==> config.mk <==
export PLATFORM = sky130hd
export DESIGN_NAME = dual_imm_decode
export DESIGN_NICKNAME = d
export VERILOG_FILES = /design/src/rtl/dual_imm_decode_pkg.sv /design/src/rtl/dual_imm_decode_lane_format.sv /design/src/rtl/dual_imm_decode.sv
export SDC_FILE = /design/constraint.sdc
export NUM_CORES = 1
export LEC_CHECK = 0
export CORE_MARGIN = 3
export CORE_UTILIZATION = 50
export CTS_CLUSTER_SIZE = 25
export DETAILED_ROUTE_END_ITERATION = 10
export GPL_TIMING_DRIVEN = 0
export HOLD_SLACK_MARGIN = 0.05
export PLACE_DENSITY = 0.78
export RECOVER_POWER = 100
export SKIP_CTS_REPAIR_TIMING = 1
export SLEW_MARGIN = 10
export SYNTH_ARGS = -nofsm -noshare
export SYNTH_HDL_FRONTEND = slang
export SYNTH_SLANG_ARGS = --single-unit
==> constraint.sdc <==
create_clock -name clk -period 4.7 [get_ports clk]
set_clock_uncertainty 0.05 [all_clocks]
set_input_delay 0.94 -clock clk [delete_from_list [all_inputs] [get_ports clk]]
set_output_delay 0.94 -clock clk [all_outputs]
set_load 0.01 [all_outputs]
==> src/rtl/dual_imm_decode_pkg.sv <==
// Shared definitions for the dual-lane immediate decoder.
//   - RV32I major-opcode constants (instr[6:2])
//   - imm_lane_t : per-lane decode result carried through the output buffer
//   - buf_state_e: occupancy of the 2-entry main/skid output buffer
package dual_imm_decode_pkg;

  localparam logic [4:0] OPC_LUI    = 5'b01101;
  localparam logic [4:0] OPC_AUIPC  = 5'b00101;
  localparam logic [4:0] OPC_OPIMM  = 5'b00100;
  localparam logic [4:0] OPC_LOAD   = 5'b00000;
  localparam logic [4:0] OPC_STORE  = 5'b01000;
  localparam logic [4:0] OPC_JAL    = 5'b11011;
  localparam logic [4:0] OPC_JALR   = 5'b11001;
  localparam logic [4:0] OPC_BRANCH = 5'b11000;
  localparam logic [4:0] OPC_OP     = 5'b01100;
  localparam logic [4:0] OPC_SYSTEM = 5'b11100;

  // 'type' is a reserved word, hence ext_type (0 = signed, 1 = unsigned).
  typedef struct packed {
    logic [31:0] imm_raw;
    logic [4:0]  op_code;
    logic        en;
    logic        ext_type;
    logic        lane_valid;
    logic        illegal;
  } imm_lane_t;

  typedef enum logic [1:0] {
    BUF_EMPTY = 2'd0,
    BUF_ONE   = 2'd1,
    BUF_TWO   = 2'd2
  } buf_state_e;

endpackage

==> src/rtl/dual_imm_decode_lane_format.sv <==
// imm_lane_format: purely combinational single-lane immediate formatter.
// Ports:
//   i_instr      - 32-bit RV32I instruction word
//   i_lane_valid - lane carries an instruction
//   o_lane       - formatted immediate, opcode, extender controls, illegal flag
module imm_lane_format
  import dual_imm_decode_pkg::*;
(
  input  logic [31:0] i_instr,
  input  logic        i_lane_valid,
  output imm_lane_t   o_lane
);

  logic [4:0]  w_opc;
  logic        w_known;
  logic        w_len_ok;
  logic        w_en;
  logic [31:0] w_imm;

  assign w_opc    = i_instr[6:2];
  assign w_len_ok = (i_instr[1:0] == 2'b11);

  // Immediates whose extension happens downstream are zero-padded; STORE,
  // JAL and JALR arrive already sign-extended so the extender passes them.
  always_comb begin
    // NOTE: every variable gets a default first so no path leaves it unassigned (no latch).
    w_known = 1'b1;
    w_imm   = '0;
    case (w_opc)
      OPC_LUI, OPC_AUIPC: w_imm = {i_instr[31:12], 12'b0};
      OPC_OPIMM, OPC_LOAD: w_imm = {20'b0, i_instr[31:20]};
      OPC_STORE: w_imm = {{20{i_instr[31]}}, i_instr[31:25], i_instr[11:7]};
      OPC_JAL: w_imm = {{11{i_instr[31]}}, i_instr[31], i_instr[19:12],
                        i_instr[20], i_instr[30:21], 1'b0};
      OPC_JALR: w_imm = {{20{i_instr[31]}}, i_instr[31:20]};
      OPC_BRANCH: w_imm = {19'b0, i_instr[31], i_instr[7], i_instr[30:25],
                           i_instr[11:8], 1'b0};
      default: w_known = 1'b0;
    endcase
  end

  assign w_en = i_lane_valid & w_len_ok & w_known;

  always_comb begin
    o_lane            = '0;
    o_lane.op_code    = w_opc;
    o_lane.lane_valid = i_lane_valid;
    o_lane.en         = w_en;
    o_lane.imm_raw    = w_en ? w_imm : 32'h0;
    // Shift-immediates (funct3 001 / 101) carry an unsigned shamt.
    o_lane.ext_type   = w_en & (w_opc == OPC_OPIMM) & (i_instr[13:12] == 2'b01);
    // OP and SYSTEM are legal but need no immediate; a bad length field is
    // always illegal.
    o_lane.illegal    = i_lane_valid & ~w_en &
                        (~w_len_ok | ~((w_opc == OPC_OP) | (w_opc == OPC_SYSTEM)));
  end

endmodule

==> src/rtl/dual_imm_decode.sv <==
// dual_imm_decode: two-lane immediate producer feeding the dual-issue sign
// extender, registered behind a 2-entry (main + skid) valid/ready stage.
// Ports:
//   clk, rst_n          - clock, asynchronous active-low reset
//   flush               - synchronous kill of the buffered packets
//   in_valid/in_ready   - fetch-side handshake (in_ready is registered)
//   in_instr, in_lane_valid - packet of LANES instructions, lane 0 oldest
//   out_valid/out_ready - downstream handshake
//   imm_raw, op_code, sign_extender_en, sign_extender_type,
//   out_lane_valid, illegal - per-lane registered decode results
module dual_imm_decode
  import dual_imm_decode_pkg::*;
#(
  parameter int LANES = 2
) (
  input  logic               clk,
  input  logic               rst_n,
  input  logic               flush,
  input  logic               in_valid,
  output logic               in_ready,
  input  logic [LANES*32-1:0] in_instr,
  input  logic [LANES-1:0]   in_lane_valid,
  output logic               out_valid,
  input  logic               out_ready,
  output logic [LANES*32-1:0] imm_raw,
  output logic [LANES*5-1:0] op_code,
  output logic [LANES-1:0]   sign_extender_en,
  output logic [LANES-1:0]   sign_extender_type,
  output logic [LANES-1:0]   out_lane_valid,
  output logic [LANES-1:0]   illegal
);

  imm_lane_t [LANES-1:0] w_fmt;
  imm_lane_t [LANES-1:0] r_main;
  imm_lane_t [LANES-1:0] r_skid;
  buf_state_e            r_state;
  logic                  w_accept;
  logic                  w_pop;

  for (genvar g = 0; g < LANES; g++) begin : g_lane
    imm_lane_format u_fmt (
      .i_instr     (in_instr[g*32 +: 32]),
      .i_lane_valid(in_lane_valid[g]),
      .o_lane      (w_fmt[g])
    );

    assign imm_raw[g*32 +: 32]   = r_main[g].imm_raw;
    assign op_code[g*5 +: 5]     = r_main[g].op_code;
    assign sign_extender_en[g]   = r_main[g].en;
    assign sign_extender_type[g] = r_main[g].ext_type;
    assign out_lane_valid[g]     = r_main[g].lane_valid;
    assign illegal[g]            = r_main[g].illegal;
  end

  // Both handshake outputs decode the state register only, so in_ready has
  // no combinational path from out_ready.
  assign in_ready  = (r_state != BUF_TWO);
  assign out_valid = (r_state != BUF_EMPTY);
  assign w_accept  = in_valid & in_ready & ~flush;
  assign w_pop     = out_valid & out_ready;

  // NOTE: the payload registers are reset too, because the outputs must read
  // zero during reset; a plain pipeline payload would not need it.
  always_ff @(posedge clk or negedge rst_n) begin
    if (!rst_n) begin
      r_state <= BUF_EMPTY;
      r_main  <= '0;
      r_skid  <= '0;
    end else if (flush) begin
      r_state <= BUF_EMPTY;
      r_main  <= '0;
      r_skid  <= '0;
    end else begin
      // NOTE: sequential state uses <= so every register samples pre-edge values.
      case (r_state)
        BUF_EMPTY: begin
          if (w_accept) begin
            r_main  <= w_fmt;
            r_state <= BUF_ONE;
          end
        end
        BUF_ONE: begin
          if (w_accept && w_pop) begin
            r_main <= w_fmt;
          end else if (w_accept) begin
            r_skid  <= w_fmt;
            r_state <= BUF_TWO;
          end else if (w_pop) begin
            r_state <= BUF_EMPTY;
          end
        end
        BUF_TWO: begin
          if (w_pop) begin
            r_main  <= r_skid;
            r_state <= BUF_ONE;
          end
        end
        default: r_state <= BUF_EMPTY;
      endcase
    end
  end

endmodule

==> summary.log, run 1 <==
INFO  critical_path  cp-start-kind=flip-flop
INFO  global_routing grt_pass1_wl=36200um
INFO  floorplanning  chipHeight=130um
INFO  global_routing groute.layer.met2.usage=0.426
INFO  worst_hold_path worst_min_path_class=reg2reg
INFO  final_layout   finish.net_count=1022
INFO  cts            cts.sinks=166
INFO  global_routing via_count_of_the_first_global_routing_pass=6832
INFO  global_routing busiest_layer=met2
INFO  timing         count_of_endpoints_failing_hold_in_the_final_timing_report=0
INFO  drt            ant_nets=0
INFO  run            cap_viol_max_count=1
INFO  critical_path  critPathCaptureType=primary output
INFO  timing         rsz0062_at_grt=no
INFO  synthesis      synth_seq_area_share=0.539
INFO  status         status=finished with violations
INFO  cts            cts.path.max_buffers=2
INFO  synthesis      post_synth_inst_count=778
INFO  critical_path  cell_with_the_largest_stage_delay_on_the_worst_path=dlygate4sd3_1
INFO  cts            cts_tree=done
INFO  synthesis      most_frequently_used_flop_master_after_synthesis=dfrtp_1
INFO  pwr            power.ir.vdd_worst=261uV
INFO  place          gp_routability_congestion=0.915
INFO  pwr            p_leak=4.65nW
INFO  critical_path  cpMostUsedCell=clkbuf_1
INFO  global_routing pin_count_of_the_biggest_net_entering_global_routing=112
INFO  cts            cts.root.buffer_cell=clkbuf_16
INFO  final_layout   area_growth=31.2%
INFO  synthesis      yosys_warns=0
INFO  timing         final_period_minus_worst_setup_slack=3610ps
INFO  cts            clk_transition_reported_paths=60ps
INFO  synthesis      combinational_family_with_the_most_area_after_synthesis=compound AO/OA/AOI/OAI gates
INFO  synthesis      synth.net_count=849
INFO  final_layout   count_of_inserted_antenna_diode_cells=0
INFO  synthesis      synth_compound_area_frac=0.273
INFO  place          placed_area=9500um2
INFO  synthesis      yosys.cell_count.top_type=dfrtp_1
INFO  critical_path  path_class=reg2out
INFO  critical_path  worstPathBufferInverterCount=4
INFO  synthesis      synth.ff_latch_count=166
INFO  global_routing globalRouteTotalUtil=0.276
INFO  status         violations=capacitance limit, slew limit
INFO  critical_path  timing.critical_path.max_delay_family=buffers and inverters
INFO  floorplanning  die-width=130um
INFO  drt            drt_pre_antenna_iters=7
INFO  floorplanning  design.portCount=155
INFO  timing         fmax=0.277GHz
INFO  place          portBuffers=153
INFO  synthesis      syn-cell-area=7700um2
INFO  critical_path  worstPathArrival=2620ps
INFO  synthesis      post_synth_xor_area_fraction=0.00114
INFO  timing         maxSlewHeadroom=-1.06
INFO  drt            drtIter0Drc=761
INFO  place          numPlacedInstances=1116
INFO  cts            htreeDepth=4
INFO  timing         setup_viol=0
INFO  global_routing overflow=0
INFO  floorplanning  core_region_area=14800um2
INFO  global_routing grtUsageMet3=0.0618
INFO  final_layout   design_area=10100um2
INFO  floorplanning  initial_core_util=0.520
INFO  place          place.detailed.hpwl=16500um
INFO  timing         slew_worst_pin=3090ps
INFO  critical_path  critical-path-max-stage-delay=690ps
INFO  critical_path  worstPathCellList=nor2b_1, clkbuf_1, inv_2, clkbuf_1, dlygate4sd3_1
INFO  synthesis      post_synth_edffs=0
INFO  synthesis      ys_async_sr_fraction=1.00
INFO  synthesis      yosys-mux-area-fraction=0.0130
INFO  drt            vias=7121
INFO  final_layout   drive_above_1_share=0.0508
INFO  drt            detail_route.drc_violations=0
INFO  final_layout   finalNonFillerCells=1148
INFO  drt            vias_per_cell=6.20
INFO  timing         post-route-period-util=0.768
INFO  synthesis      synth_common_cells=dfrtp_1, nand2_1, o21ai_0
INFO  synthesis      synth_area_leader=dfrtp_1
INFO  cts            clk-insertion-delay-late=430ps
INFO  synthesis      synthAdderAreaFrac=0
INFO  synthesis      post_synth_and_or_nand_nor_area_fraction=0.137
INFO  synthesis      synthesis.area_per_instance=9.90um2
INFO  critical_path  largest_fanout_on_the_critical_path=10
INFO  global_routing antenna_found_initial=0
INFO  synthesis      ys_top_cells_by_area=dfrtp_1, a22o_1, o21ai_0, nand2_1, a22oi_1
INFO  floorplanning  placementRows=44
INFO  synthesis      number_of_distinct_library_cells_after_synthesis=55
INFO  floorplanning  die-area=16900um2
INFO  global_routing grt_util_met1=0.390
INFO  timing         slew_violations=56
INFO  drt            totalWireLength=23200um
INFO  drt            avgRoutedWirePerCell=20.2um
INFO  cts            cts_made_buffers=17
INFO  pwr            power_per_cell_area=321nW/um2
INFO  synthesis      post-synth-top-area-fraction=0.539
INFO  critical_path  cp.required=3710ps
==> registers in the layout, indices dropped and copies added (netlist names) <==
name	count
r_skid	82
imm_raw	64
illegal	2
op_code	10
sign_extender_en	2
out_lane_valid	2
r_state	2
sign_extender_type	2
==> worst reg2reg max path, cell delays in order (launching register included) <==
cell,delay (ps)
dfrtp_1,450
nor2b_1,70
clkbuf_1,170
a211oi_1,640
clkbuf_1,530
clkbuf_1,550
nand2_1,100
o21ai_0,120
==> report_power, final <==
part           total, mW  internal (mW)  switching (mW)
sequential          1.46           1.45          0.0106
combinational      0.324          0.125           0.200
clock               1.47          0.870           0.598
total               3.25           2.44           0.808
==> kinds of logic (layout without fill, tap and decap cells) <==
kind of cell | count (synthesis) | count (layout)
buffers and inverters | 71 | 257
DFF | 166 | 166
and+or+nand+nor | 218 | 218
xor gates and xnor gates | 1 | 1
muxes | 10 | 10
AOI/OAI and AO/OA | 312 | 312
==> metal layers <==
| metal | share of wire | vias to the layer above | wire length [um] |
|---|---|---|---|
| met2 | 0.46 | 377 | 10800 |
| met3 | 0.084 | 42 | 1940 |
| met1 | 0.43 | 3478 | 9990 |
| met5 | 0 | - | 0 |
| met4 | 0.023 | 0 | 525 |
| li1 | - | 3224 | - |
==> cell type report <==
| cell class | count | area, um2 |
|---|---|---|
| fill | 1140 | 4700 |
| sequential | 166 | 4150 |
| multi-input combinational | 541 | 3270 |
| timing repair buffer | 154 | 1550 |
| clock buffer | 19 | 453 |
| buffer | 62 | 244 |
| tap | 184 | 230 |
| clock inverter | 13 | 168 |
| inverter | 9 | 33.8 |
==> layout by cell type, fill, tap and decap left out, types with 10 or more instances in the layout <==
master           count
a21oi_1             45
a22o_1              61
a22oi_1             43
a31oi_1             21
clkbuf_1            52
clkbuf_16           17
clkdlybuf4s50_1     65
dfrtp_1            166
dlygate4sd3_1       87
mux2i_1             10
nand2_1            117
nand2b_1            10
nor2_1              26
o21ai_0             91
o31ai_1             16
==> metrics by stage <==
step | worst slack (ps) | TNS, ps | power, mW | hold WS, ps | util
after detailed placement | 1100 | 0 | 1.81 | 418 | 0.641
final | 1090 | 0 | 3.25 | 424 | 0.682
after global routing | 847 | 0 | 3.35 | 453 | 0.682
after floorplan | 2140 | 0 | 1.62 | 388 | -
after global placement | -4090 | -675350 | 1.80 | 406 | 0.639
after CTS | 1150 | 0 | 3.25 | 386 | 0.683
==> worst paths after layout <==
check,to,startpoint,slack [ps],cells after the start
max,in_ready,r_state[1],1090,5
min,op_code[0],op_code[0],420,2
max reg2reg,sign_extender_type[0],r_state[1],1920,7
min reg2reg,op_code[0],op_code[0],420,2
max in group asynchronous,r_skid[3],rst_n,1370,1
min in group asynchronous,imm_raw[10],rst_n,1470,1
Note: power is estimated with default switching activity, not from simulation.
==> run 2: changes to the inputs <==
- clock period: 4.7 -> 3.6 ns (I/O delays scaled with it)
==> summary.log, run 2 (same netlist as run 1, synthesis figures left out) <==
INFO  global_routing pin_count_of_the_biggest_net_entering_global_routing=112 [unchanged]
INFO  final_layout   most-common-layout-cells=dfrtp_1, nand2_1, o21ai_0, dlygate4sd3_1, clkdlybuf4s50_1
INFO  drt            vias=7115 [-0.084%]
INFO  global_routing antenna_found_initial=0 [unchanged]
INFO  drt            drt_pre_antenna_iters=6 [-1]
INFO  run            cap_viol_max_count=1 [unchanged]
INFO  timing         count_of_endpoints_failing_hold_in_the_final_timing_report=0 [unchanged]
INFO  floorplanning  chipHeight=130um [unchanged]
INFO  timing         setup_viol=0 [unchanged]
INFO  timing         maxSlewHeadroom=-0.694 [+0.366]
INFO  floorplanning  die-width=130um [unchanged]
INFO  drt            totalWireLength=23200um [about the same]
INFO  cts            cts_made_buffers=17 [unchanged]
INFO  status         status=finished with violations
INFO  place          place.detailed.hpwl=16500um [unchanged]
INFO  global_routing overflow=0 [unchanged]
INFO  global_routing via_count_of_the_first_global_routing_pass=6832 [unchanged]
INFO  critical_path  cell_with_the_largest_stage_delay_on_the_worst_path=dlygate4sd3_1
INFO  final_layout   finalNonFillerCells=1148 [unchanged]
INFO  critical_path  critPathCaptureType=primary output
INFO  floorplanning  design.portCount=155 [unchanged]
INFO  cts            cts.path.max_buffers=2 [unchanged]
INFO  cts            cts.root.buffer_cell=clkbuf_16
INFO  timing         final_period_minus_worst_setup_slack=3400ps
INFO  timing         slew_violations=56 [unchanged]
INFO  critical_path  cp-start-kind=flip-flop
INFO  cts            cts.sinks=166 [unchanged]
INFO  floorplanning  initial_core_util=0.520 [unchanged]
INFO  place          portBuffers=153 [unchanged]
INFO  pwr            p_leak=4.66nW [+0.26%]
INFO  global_routing grt_pass1_wl=36200um [unchanged]
INFO  critical_path  cpMostUsedCell=clkbuf_1
INFO  timing         final.setup.worst_slack=199ps [-891 ps]
INFO  global_routing globalRouteTotalUtil=0.276 [unchanged]
INFO  floorplanning  die-area=16900um2 [unchanged]
INFO  drt            avgRoutedWirePerCell=20.2um [about the same]
INFO  place          numPlacedInstances=1116 [unchanged]
INFO  drt            vias_per_cell=6.20 [about the same]
INFO  critical_path  largest_fanout_on_the_critical_path=10 [unchanged]
INFO  critical_path  worstPathBufferInverterCount=4 [unchanged]
INFO  place          gp_routability_congestion=0.915 [unchanged]
INFO  cts            cts_tree=done
INFO  pwr            power.ir.vdd_worst=343uV [+31%]
INFO  critical_path  worstPathArrival=2630ps [about the same]
INFO  timing         slew_worst_pin=2540ps [-549 ps]
INFO  critical_path  critical-path-max-stage-delay=690ps [about the same]
INFO  floorplanning  core_region_area=14800um2 [unchanged]
INFO  critical_path  worstPathCellList=nor2b_1, clkbuf_1, inv_2, clkbuf_1, dlygate4sd3_1
INFO  final_layout   drive_above_1_share=0.0508 [unchanged]
INFO  status         violations=capacitance limit, slew limit
INFO  final_layout   area_growth=31.3% [about the same]
INFO  critical_path  timing.critical_path.max_delay_family=buffers and inverters
INFO  drt            ant_nets=0 [unchanged]
INFO  worst_hold_path worst_min_path_class=reg2reg
INFO  final_layout   count_of_inserted_antenna_diode_cells=0 [unchanged]
INFO  final_layout   max_flop_register=r_skid
INFO  final_layout   largest_register_ffs=82 [unchanged]
INFO  pwr            power_per_cell_area=419nW/um2 [+31%]
INFO  floorplanning  placementRows=44 [unchanged]
INFO  cts            htreeDepth=4 [unchanged]
INFO  cts            clk_transition_reported_paths=60ps [about the same]
INFO  drt            detail_route.drc_violations=0 [unchanged]
INFO  timing         post-route-period-util=0.945
INFO  final_layout   layout_commonest_cell=dfrtp_1
INFO  timing         rsz0062_at_grt=no
INFO  final_layout   finish.net_count=1022 [unchanged]
INFO  final_layout   fill_cells=1139 [-0.088%]
INFO  place          preCtsSetupSlack=225ps [-880 ps]
INFO  timing         fmax=0.294GHz
INFO  critical_path  cp.required=2830ps [-880 ps]
INFO  critical_path  path_class=reg2out
INFO  cts            clk-insertion-delay-late=430ps [about the same]
INFO  drt            drtIter0Drc=761 [unchanged]
[run 2: changes by cell type in the layout (fill, tap and decap cells not counted)]
cell            delta
clkbuf_1           -1
dlymetal6s4s_1     +1
[run 2: cell type report]
class,instances,area [um2],share of cell area
buffer,62,244,0.0241
clock buffer,19,453,0.0448
clock inverter,13,168,0.0166
inverter,9,33.8,0.00334
multi-input combinational,541,3270,0.323
sequential,166,4150,0.411
tap,184,230,0.0228
timing repair buffer,154,1560,0.154
[run 2: tightest hold or removal path, stage by stage (launching register included)]
cell and delay (ps):
dfrtp_1 340, nand2_1 50, o31ai_1 50
[run 2: metrics by stage]
step / hold WS [ps] / TNS [ps] / power (mW) / area (um2) / util
floorplan: 374 / 0 / 2.11 / 7700 / -
global placement: 406 / -821430 / 2.36 / 9470 / 0.639
CTS: 166 / 0 / 4.25 / 10100 / 0.683
finish: 424 / 0 / 4.24 / 10100 / 0.683
detailed placement: 418 / 0 / 2.36 / 9500 / 0.641
global route: 453 / 0 / 4.37 / 10100 / 0.683
[run 2: report_power, final]
part           internal [mW]  total, mW  switching (mW)
clock                   1.14       1.92           0.783
combinational          0.163      0.423           0.260
sequential              1.89       1.90          0.0138
[run 2: per-layer routing]
| layer | up-vias | global-route usage | part of all wire |
|---|---|---|---|
| li1 | 3224 | - | - |
| met1 | 3488 | 0.390 | 0.43 |
| met2 | 359 | 0.426 | 0.46 |
| met3 | 44 | 0.0618 | 0.084 |
| met4 | 0 | 0.0923 | 0.024 |
| met5 | - | 0 | 0 |
[run 2: final timing paths]
path,from,end,slack [ps],cells after the start
max,r_state[1],in_ready,200,5
min,op_code[0],op_code[0],420,2
max reg2reg,r_state[1],sign_extender_type[0],810,7
min reg2reg,op_code[0],op_code[0],420,2
max in group asynchronous,rst_n,r_skid[3],890,1
min in group asynchronous,rst_n,imm_raw[10],1130,1
